**src/rtl/vector_pkg.sv**
```systemverilog
// Shared types for the vector display sequencer:
// DAC channel codes, FSM states and command sizing.
package vector_pkg;

    localparam logic [1:0] CH_X = 2'd0;
    localparam logic [1:0] CH_Y = 2'd1;
    localparam logic [1:0] CH_Z = 2'd2;

    typedef enum logic [2:0] {
        S_IDLE,
        S_LOAD,
        S_STEP,
        S_OUT_X,
        S_OUT_Y,
        S_OUT_Z,
        S_DWELL
    } state_e;

    // Packed command is {x, y, bright}.
    function automatic int cmd_width(int bits);
        return 2 * bits + 1;
    endfunction

endpackage

```
**src/rtl/vector_sequencer_if.sv**
```systemverilog
// Command intake and DAC write bundle of the vector sequencer.
// The slave side is the sequencer, the master side drives it.
interface vector_sequencer_if #(
    parameter int BITS       = 12,
    parameter int FIFO_DEPTH = 16
);
    logic                        in_valid;
    logic                        in_ready;
    logic [BITS-1:0]             in_x;
    logic [BITS-1:0]             in_y;
    logic                        in_bright;
    logic [$clog2(FIFO_DEPTH):0] fifo_level;
    logic                        busy;
    logic [BITS-1:0]             dac_value;
    logic [1:0]                  dac_channel;
    logic                        dac_strobe;
    logic                        dac_ready;

    modport master (
        output in_valid, in_x, in_y, in_bright, dac_ready,
        input  in_ready, fifo_level, busy,
        input  dac_value, dac_channel, dac_strobe
    );

    modport slave (
        input  in_valid, in_x, in_y, in_bright, dac_ready,
        output in_ready, fifo_level, busy,
        output dac_value, dac_channel, dac_strobe
    );

endinterface

```
**src/rtl/sync_fifo.sv**
```systemverilog
// Single-clock show-ahead FIFO; a word written in one cycle
// is readable the next. Writes when full are dropped.
module sync_fifo #(
    parameter int WIDTH = 25,
    parameter int DEPTH = 16,
    localparam int AW   = $clog2(DEPTH)
) (
    input  logic             clk,
    input  logic             reset,
    input  logic             wr_en,
    input  logic [WIDTH-1:0] wr_data,
    input  logic             rd_en,
    output logic [WIDTH-1:0] rd_data,
    output logic             full,
    output logic             empty,
    output logic [AW:0]      level
);

    logic [WIDTH-1:0] mem_q [DEPTH];
    logic [AW-1:0]    wptr_q, wptr_d;
    logic [AW-1:0]    rptr_q, rptr_d;
    logic [AW:0]      level_q, level_d;
    logic             wr_ok, rd_ok;

    assign full    = (level_q == (AW+1)'(DEPTH));
    assign empty   = (level_q == '0);
    assign level   = level_q;
    assign rd_data = mem_q[rptr_q];
    assign wr_ok   = wr_en && !full;
    assign rd_ok   = rd_en && !empty;

    always_comb begin
        wptr_d  = wptr_q;
        rptr_d  = rptr_q;
        level_d = level_q;
        if (wr_ok) wptr_d = wptr_q + 1'b1;
        if (rd_ok) rptr_d = rptr_q + 1'b1;
        if (wr_ok && !rd_ok) level_d = level_q + 1'b1;
        if (rd_ok && !wr_ok) level_d = level_q - 1'b1;
    end

    always_ff @(posedge clk) begin
        if (reset) begin
            wptr_q  <= '0;
            rptr_q  <= '0;
            level_q <= '0;
        end else begin
            wptr_q  <= wptr_d;
            rptr_q  <= rptr_d;
            level_q <= level_d;
        end
    end

    always_ff @(posedge clk) begin
        if (wr_ok) mem_q[wptr_q] <= wr_data;
    end

endmodule

```
**src/rtl/vector_sequencer.sv**
```systemverilog
// Buffers draw commands, walks a Bresenham line to each target
// and streams every point to the DAC driver as X, Y [, Z] writes.
module vector_sequencer
    import vector_pkg::*;
#(
    parameter int BITS       = 12,
    parameter int FIFO_DEPTH = 16,
    parameter int CHANNELS   = 2,
    parameter int DWELL      = 0
) (
    input  logic              clk,
    input  logic              reset,
    vector_sequencer_if.slave bus
);

    localparam int W  = BITS + 2;
    localparam int LW = $clog2(FIFO_DEPTH) + 1;

    typedef struct packed {
        logic [BITS-1:0] x;
        logic [BITS-1:0] y;
        logic            bright;
    } cmd_t;

    cmd_t          wr_cmd, rd_cmd;
    logic          full, empty, pop;
    logic [LW-1:0] level;

    state_e          state_q, state_d;
    logic [BITS-1:0] cx_q, cx_d, cy_q, cy_d;
    logic [BITS-1:0] tx_q, tx_d, ty_q, ty_d;
    logic [BITS-1:0] dx_q, dx_d, dy_q, dy_d;
    logic            sx_q, sx_d, sy_q, sy_d;
    logic            bright_q, bright_d;
    logic signed [W-1:0] err_q, err_d;
    logic [15:0]     dwell_q, dwell_d;
    logic [BITS-1:0] val_q, val_d;
    logic [1:0]      ch_q, ch_d;
    logic            stb_q, stb_d;

    logic [BITS-1:0] dx_n, dy_n;
    logic signed [W:0] e2, dxe, dye, err_w;
    logic            at_end, can_out;
    state_e          seg_next;

    assign wr_cmd = '{x: bus.in_x, y: bus.in_y, bright: bus.in_bright};

    sync_fifo #(
        .WIDTH(cmd_width(BITS)),
        .DEPTH(FIFO_DEPTH)
    ) u_fifo (
        .clk    (clk),
        .reset  (reset),
        .wr_en  (bus.in_valid),
        .wr_data(wr_cmd),
        .rd_en  (pop),
        .rd_data(rd_cmd),
        .full   (full),
        .empty  (empty),
        .level  (level)
    );

    assign bus.in_ready    = !full;
    assign bus.fifo_level  = level;
    assign bus.busy        = (state_q != S_IDLE) || !empty;
    assign bus.dac_value   = val_q;
    assign bus.dac_channel = ch_q;
    assign bus.dac_strobe  = stb_q;

    always_comb begin
        state_d  = state_q;
        cx_d     = cx_q;
        cy_d     = cy_q;
        tx_d     = tx_q;
        ty_d     = ty_q;
        dx_d     = dx_q;
        dy_d     = dy_q;
        sx_d     = sx_q;
        sy_d     = sy_q;
        bright_d = bright_q;
        err_d    = err_q;
        dwell_d  = dwell_q;
        val_d    = val_q;
        ch_d     = ch_q;
        stb_d    = 1'b0;
        pop      = 1'b0;

        dx_n = (rd_cmd.x >= cx_q) ? rd_cmd.x - cx_q : cx_q - rd_cmd.x;
        dy_n = (rd_cmd.y >= cy_q) ? rd_cmd.y - cy_q : cy_q - rd_cmd.y;
        e2    = {err_q, 1'b0};
        dxe   = {3'b000, dx_q};
        dye   = {3'b000, dy_q};
        err_w = {err_q[W-1], err_q};

        at_end   = (cx_q == tx_q) && (cy_q == ty_q);
        seg_next = at_end ? ((DWELL > 0) ? S_DWELL : S_IDLE) : S_STEP;
        // One write per ready window; ready may still read high
        // in the cycle right after a strobe.
        can_out  = bus.dac_ready && !stb_q;

        case (state_q)
            S_IDLE: begin
                if (!empty) state_d = S_LOAD;
            end
            S_LOAD: begin
                pop      = 1'b1;
                tx_d     = rd_cmd.x;
                ty_d     = rd_cmd.y;
                bright_d = rd_cmd.bright;
                dx_d     = dx_n;
                dy_d     = dy_n;
                sx_d     = rd_cmd.x < cx_q;
                sy_d     = rd_cmd.y < cy_q;
                err_d    = $signed({2'b00, dx_n}) - $signed({2'b00, dy_n});
                // Null segments and 2-channel blanked moves jump to the end.
                if ((dx_n == '0 && dy_n == '0) ||
                    (!rd_cmd.bright && CHANNELS == 2)) begin
                    cx_d    = rd_cmd.x;
                    cy_d    = rd_cmd.y;
                    state_d = S_OUT_X;
                end else begin
                    state_d = S_STEP;
                end
            end
            S_STEP: begin
                if (e2 > -dye) begin
                    err_w = err_w - dye;
                    cx_d  = sx_q ? cx_q - 1'b1 : cx_q + 1'b1;
                end
                if (e2 < dxe) begin
                    err_w = err_w + dxe;
                    cy_d  = sy_q ? cy_q - 1'b1 : cy_q + 1'b1;
                end
                err_d   = err_w[W-1:0];
                state_d = S_OUT_X;
            end
            S_OUT_X: begin
                if (can_out) begin
                    stb_d   = 1'b1;
                    val_d   = cx_q;
                    ch_d    = CH_X;
                    state_d = S_OUT_Y;
                end
            end
            S_OUT_Y: begin
                if (can_out) begin
                    stb_d   = 1'b1;
                    val_d   = cy_q;
                    ch_d    = CH_Y;
                    dwell_d = '0;
                    state_d = (CHANNELS == 3) ? S_OUT_Z : seg_next;
                end
            end
            S_OUT_Z: begin
                if (can_out) begin
                    stb_d   = 1'b1;
                    val_d   = bright_q ? '1 : '0;
                    ch_d    = CH_Z;
                    state_d = seg_next;
                end
            end
            S_DWELL: begin
                if (dwell_q == 16'(DWELL - 1)) state_d = S_IDLE;
                else dwell_d = dwell_q + 1'b1;
            end
            default: state_d = S_IDLE;
        endcase
    end

    always_ff @(posedge clk) begin
        if (reset) begin
            state_q  <= S_IDLE;
            cx_q     <= '0;
            cy_q     <= '0;
            tx_q     <= '0;
            ty_q     <= '0;
            dx_q     <= '0;
            dy_q     <= '0;
            sx_q     <= 1'b0;
            sy_q     <= 1'b0;
            bright_q <= 1'b0;
            err_q    <= '0;
            dwell_q  <= '0;
            val_q    <= '0;
            ch_q     <= '0;
            stb_q    <= 1'b0;
        end else begin
            state_q  <= state_d;
            cx_q     <= cx_d;
            cy_q     <= cy_d;
            tx_q     <= tx_d;
            ty_q     <= ty_d;
            dx_q     <= dx_d;
            dy_q     <= dy_d;
            sx_q     <= sx_d;
            sy_q     <= sy_d;
            bright_q <= bright_d;
            err_q    <= err_d;
            dwell_q  <= dwell_d;
            val_q    <= val_d;
            ch_q     <= ch_d;
            stb_q    <= stb_d;
        end
    end

endmodule

```
**src/flat_wrapper.sv**
```systemverilog
// flat-port wrapper written by rule: the top's interface ports become plain ports
module vector_sequencer_flat import vector_pkg::*;
#(
    parameter int BITS       = 12,
    parameter int FIFO_DEPTH = 16,
    parameter int CHANNELS   = 2,
    parameter int DWELL      = 0
)
  (clk, reset, bus_in_valid, bus_in_x, bus_in_y, bus_in_bright, bus_dac_ready, bus_in_ready, bus_fifo_level, bus_busy, bus_dac_value, bus_dac_channel, bus_dac_strobe);
  vector_sequencer_if #(.BITS(BITS), .FIFO_DEPTH(FIFO_DEPTH)) bus_i ();
  input  logic clk;
  input  logic reset;
  input wire logic [$bits(bus_i.in_valid)-1:0] bus_in_valid;
  input wire logic [$bits(bus_i.in_x)-1:0] bus_in_x;
  input wire logic [$bits(bus_i.in_y)-1:0] bus_in_y;
  input wire logic [$bits(bus_i.in_bright)-1:0] bus_in_bright;
  input wire logic [$bits(bus_i.dac_ready)-1:0] bus_dac_ready;
  output wire logic [$bits(bus_i.in_ready)-1:0] bus_in_ready;
  output wire logic [$bits(bus_i.fifo_level)-1:0] bus_fifo_level;
  output wire logic [$bits(bus_i.busy)-1:0] bus_busy;
  output wire logic [$bits(bus_i.dac_value)-1:0] bus_dac_value;
  output wire logic [$bits(bus_i.dac_channel)-1:0] bus_dac_channel;
  output wire logic [$bits(bus_i.dac_strobe)-1:0] bus_dac_strobe;
  assign bus_i.in_valid = bus_in_valid;
  assign bus_i.in_x = bus_in_x;
  assign bus_i.in_y = bus_in_y;
  assign bus_i.in_bright = bus_in_bright;
  assign bus_i.dac_ready = bus_dac_ready;
  assign bus_in_ready = bus_i.in_ready;
  assign bus_fifo_level = bus_i.fifo_level;
  assign bus_busy = bus_i.busy;
  assign bus_dac_value = bus_i.dac_value;
  assign bus_dac_channel = bus_i.dac_channel;
  assign bus_dac_strobe = bus_i.dac_strobe;
  vector_sequencer #(.BITS(BITS), .FIFO_DEPTH(FIFO_DEPTH), .CHANNELS(CHANNELS), .DWELL(DWELL)) u_core (.clk(clk), .reset(reset), .bus(bus_i));
endmodule
```
**config.mk**
```make
export PLATFORM = sky130hd
export DESIGN_NAME = vector_sequencer_flat
export DESIGN_NICKNAME = d
export VERILOG_FILES = /design/src/rtl/vector_pkg.sv /design/src/rtl/vector_sequencer_if.sv /design/src/rtl/sync_fifo.sv /design/src/rtl/vector_sequencer.sv /design/src/flat_wrapper.sv
export SDC_FILE = /design/constraint.sdc
export NUM_CORES = 1
export LEC_CHECK = 0
export BUFFER_PORTS_ARGS = -buffer_cell sky130_fd_sc_hd__buf_2
export CAP_MARGIN = 20
export CORE_ASPECT_RATIO = 0.7
export CORE_MARGIN = 10
export CORE_UTILIZATION = 35
export DETAILED_ROUTE_END_ITERATION = 7
export PLACE_DENSITY_LB_ADDON = 0.1
export SLEW_MARGIN = 25
export SYNTH_ARGS = -nofsm -noshare
export SYNTH_HDL_FRONTEND = slang
export SYNTH_SLANG_ARGS = --single-unit
```
**constraint.sdc**
```tcl
create_clock -name clk -period 9.1 [get_ports clk]
set_clock_uncertainty 0.2 [all_clocks]
set_input_delay 1.82 -clock clk [delete_from_list [all_inputs] [get_ports clk]]
set_output_delay 1.82 -clock clk [all_outputs]
set_load 0.005 [all_outputs]
```
==> reports/metrics.yaml <==
globalRouteTotalUtil: 0.173
fp.dieW_um: 351
ys_top_cells_by_area: "edfxtp_1 (45%), dfxtp_1 (10%), mux4_2 (10%), ha_1 (6.5%), a21oi_1 (3.0%)"
ys.warnings.count: 0
syn_avg_cell_area_um2: 12.7
grt_overflow: 0
ys_dominant_reg_cell: "edfxtp_1"
clkTransAtPathRegs_ns: 0.07
path_class: "reg2reg"
min-delay-start: "u_core.ty_q[3]"
worst_slew_pin_slew_ns: 0.931
placed_area_um2: 28300
postCtsSetupBuffers: 0
synth_enable_flop_cells: 400
p_per_area_nw_per_um2: 392
drt-initial-drc-count: 1705
postCtsHoldBufs: 0
stdcell_count: 3181
syn2layout_area_growth_pct: 13.0
ant_nets: 0
cts_buffer_depth: 3
arrival_ns: 7.79
finish.net_count: 2324
peakVddDrop_mv: 0.293
cp_cell_sequence: "buf_4, mux4_2, mux4_2, ha_1, and2_1, o311a_1, o31a_1, o41ai_4, mux2i_1, xor2_1, ha_1, nor2b_1, o21ai_0, a21oi_1, o21ai_0, a21oi_1, o21ai_0, nand2b_1, a31oi_1, o21ai_0, or3_1, o32ai_1"
drive_above_1_share: 0.158
ys_seq_area_frac: 0.553
drt_wl_total_mm: 76.8
finalInstanceArea_um2: 30300
slowest_delay_ns: 0.84
setup_viol: 0
yosysMostFrequentCell: "edfxtp_1"
first_pass_iters: 5
final.setup.tns_ns: 0
cp-start-kind: "flop"
cts_buffers: 55
outcome: "finished clean"
vias: 17200
synth_cells: 2103
synth-simple-area-share: 0.0889
grt_setup_unrepaired: "false"
synth_async_sr_flop_share: 0
yosysUniqueCellTypes: 69
initial_utilization: 0.355
slew_headroom: 0.377
postCtsResizedCells: 0
netlist.area_leader.share: 0.448
io_pins: 51
drc: 0
coreArea_um2: 75500
critPathMaxFanout: 30
synth_compound_area_frac: 0.0989
cpMostUsedCell: "o21ai_0"
synth_area_um2: 26800
p_leak_nw: 10.7
cts.sink_count: 540
synthAdderAreaFrac: 0.0729
rows: 84
synth_area_leader_cell: "edfxtp_1"
cts_root_buf: "clkbuf_16"
synth_common_cells: "edfxtp_1 (400), a21oi_1 (159), nand2_1 (157), dfxtp_1 (140), ha_1 (140)"
grt_pass1_wl_mm: 115
grt_max_degree: 71
synth_mux_area_frac: 0.119
cp_slowest_cell: "o41ai_4"
dpl.hpwl_mm: 50.0
drv_slew: 0
io_buffers: 50
antenna_found_initial: 5
first_global_vias: 17300
min_path_type: "reg2reg"
period_share: 0.823
clk_latency_ns: 0.66
utilization: 0.401
finalHoldViolCount: 0
cts_tree: "done"
place_inst: 3077
wl_per_cell_um: 24.1
drv_cap: 0
cts.htree.levels: 2
place.gp.congestion: 0.850
die_area_um2: 88200
hold_ws_ns: 0.266
fmax_mhz: 134
synth_xor_area_frac: 0.0363
fp.dieH_um: 251
critPathRequiredTime_ns: 9.40
synth_seq_cells: 540
syn-num-nets: 2282
crit_path_end_kind: "flop"
n_antenna_cell: 0
synth_top_family_by_area: "multiplexers"
vias_per_cell: 5.40
min_period_ns: 7.49
-- routing by layer --
layer	part of all wire	vias to the layer above	wire, um	track usage
li1	-	8014	-	-
met5	0.00038	-	29	0
met3	0.070	85	5390	0.0309
met4	0.015	6	1110	0.0316
met2	0.42	437	32500	0.253
met1	0.49	8644	37700	0.267
-- worst paths after layout --
path                            slack [ns]               end  depth (start not counted)
worst min register to register        0.27    u_core.ty_q[3]                          2
worst max-delay path                  1.61  u_core.err_q[13]                         22
worst max register to register        1.61  u_core.err_q[13]                         22
worst min-delay path                  0.27    u_core.ty_q[3]                          2
-- metrics by stage --
stage,setup WS (ns),total power (W)
floorplan,2.15,0.00760
global route,1.06,0.0128
global placement,1.79,0.00938
finish,1.61,0.0119
detailed placement,1.72,0.00942
CTS,1.62,0.0119
-- cells by family after synthesis --
family | count (synthesis)
and+or+nand+nor | 496
xor gates and xnor gates | 111
muxes | 161
DFF | 540
buffers and inverters | 220
adders and majority gates | 150
AOI/OAI and AO/OA | 425
-- cell type report --
class / instances / area, um^2
clock buffers: 63 / 1410
clock inverters: 41 / 531
fillers: 7032 / 45200
inverters: 122 / 458
multi-input cells: 1343 / 11300
flip-flops and latches: 540 / 14800
well taps: 989 / 1240
repair buffers: 83 / 526
-- power breakdown --
part           internal, W  switching (W)  total (W)  leakage, nW
clock network      0.00141        0.00102    0.00243        0.932
registers          0.00285       0.000311    0.00316         4.76
logic              0.00253        0.00375    0.00628         4.99
total              0.00678        0.00509     0.0119         10.7
-- flip-flops by register name, indices dropped and copies added, names as in the netlist, 3 cells and up, named ones only --
| name | flops |
|---|---|
| u_core.cy_q | 12 |
| u_core.ty_q | 12 |
| u_core.tx_q | 12 |
| u_core.dy_q | 12 |
| u_core.dwell_q | 16 |
| u_core.u_fifo.mem_q | 400 |
| u_core.state_q | 3 |
| u_core.u_fifo.wptr_q | 4 |
| u_core.bus.dac_value | 12 |
| u_core.u_fifo.level | 5 |
| u_core.err_q | 14 |
| u_core.dx_q | 12 |
| u_core.cx_q | 12 |
| u_core.u_fifo.rptr_q | 4 |
-- cells in the final DEF (no fill, tap or decap), types with 49 or more instances in the layout --
cell type  instances
a211oi_1          49
a21oi_1          159
buf_2             49
clkbuf_16         55
dfxtp_1          136
edfxtp_1         400
ha_1             140
inv_1            122
mux4_2           124
nand2_1          156
nor2_1           120
o21ai_0           74
xnor2_1           59
xor2_1            52
-- critical path: cells and delay by family (launching register included) --
| family | cells | cell delay, ns |
|---|---|---|
| multiplexers | 3 | 1.35 |
| buffers and inverters | 1 | 0.34 |
| XOR/XNOR | 1 | 0.29 |
| adder cells (fa/ha/maj) | 2 | 0.72 |
| AND/OR/NAND/NOR | 4 | 0.82 |
| flip-flops | 1 | 0.76 |
| AO/OA/AOI/OAI | 11 | 2.84 |
Power figures use the tool's default switching activity.
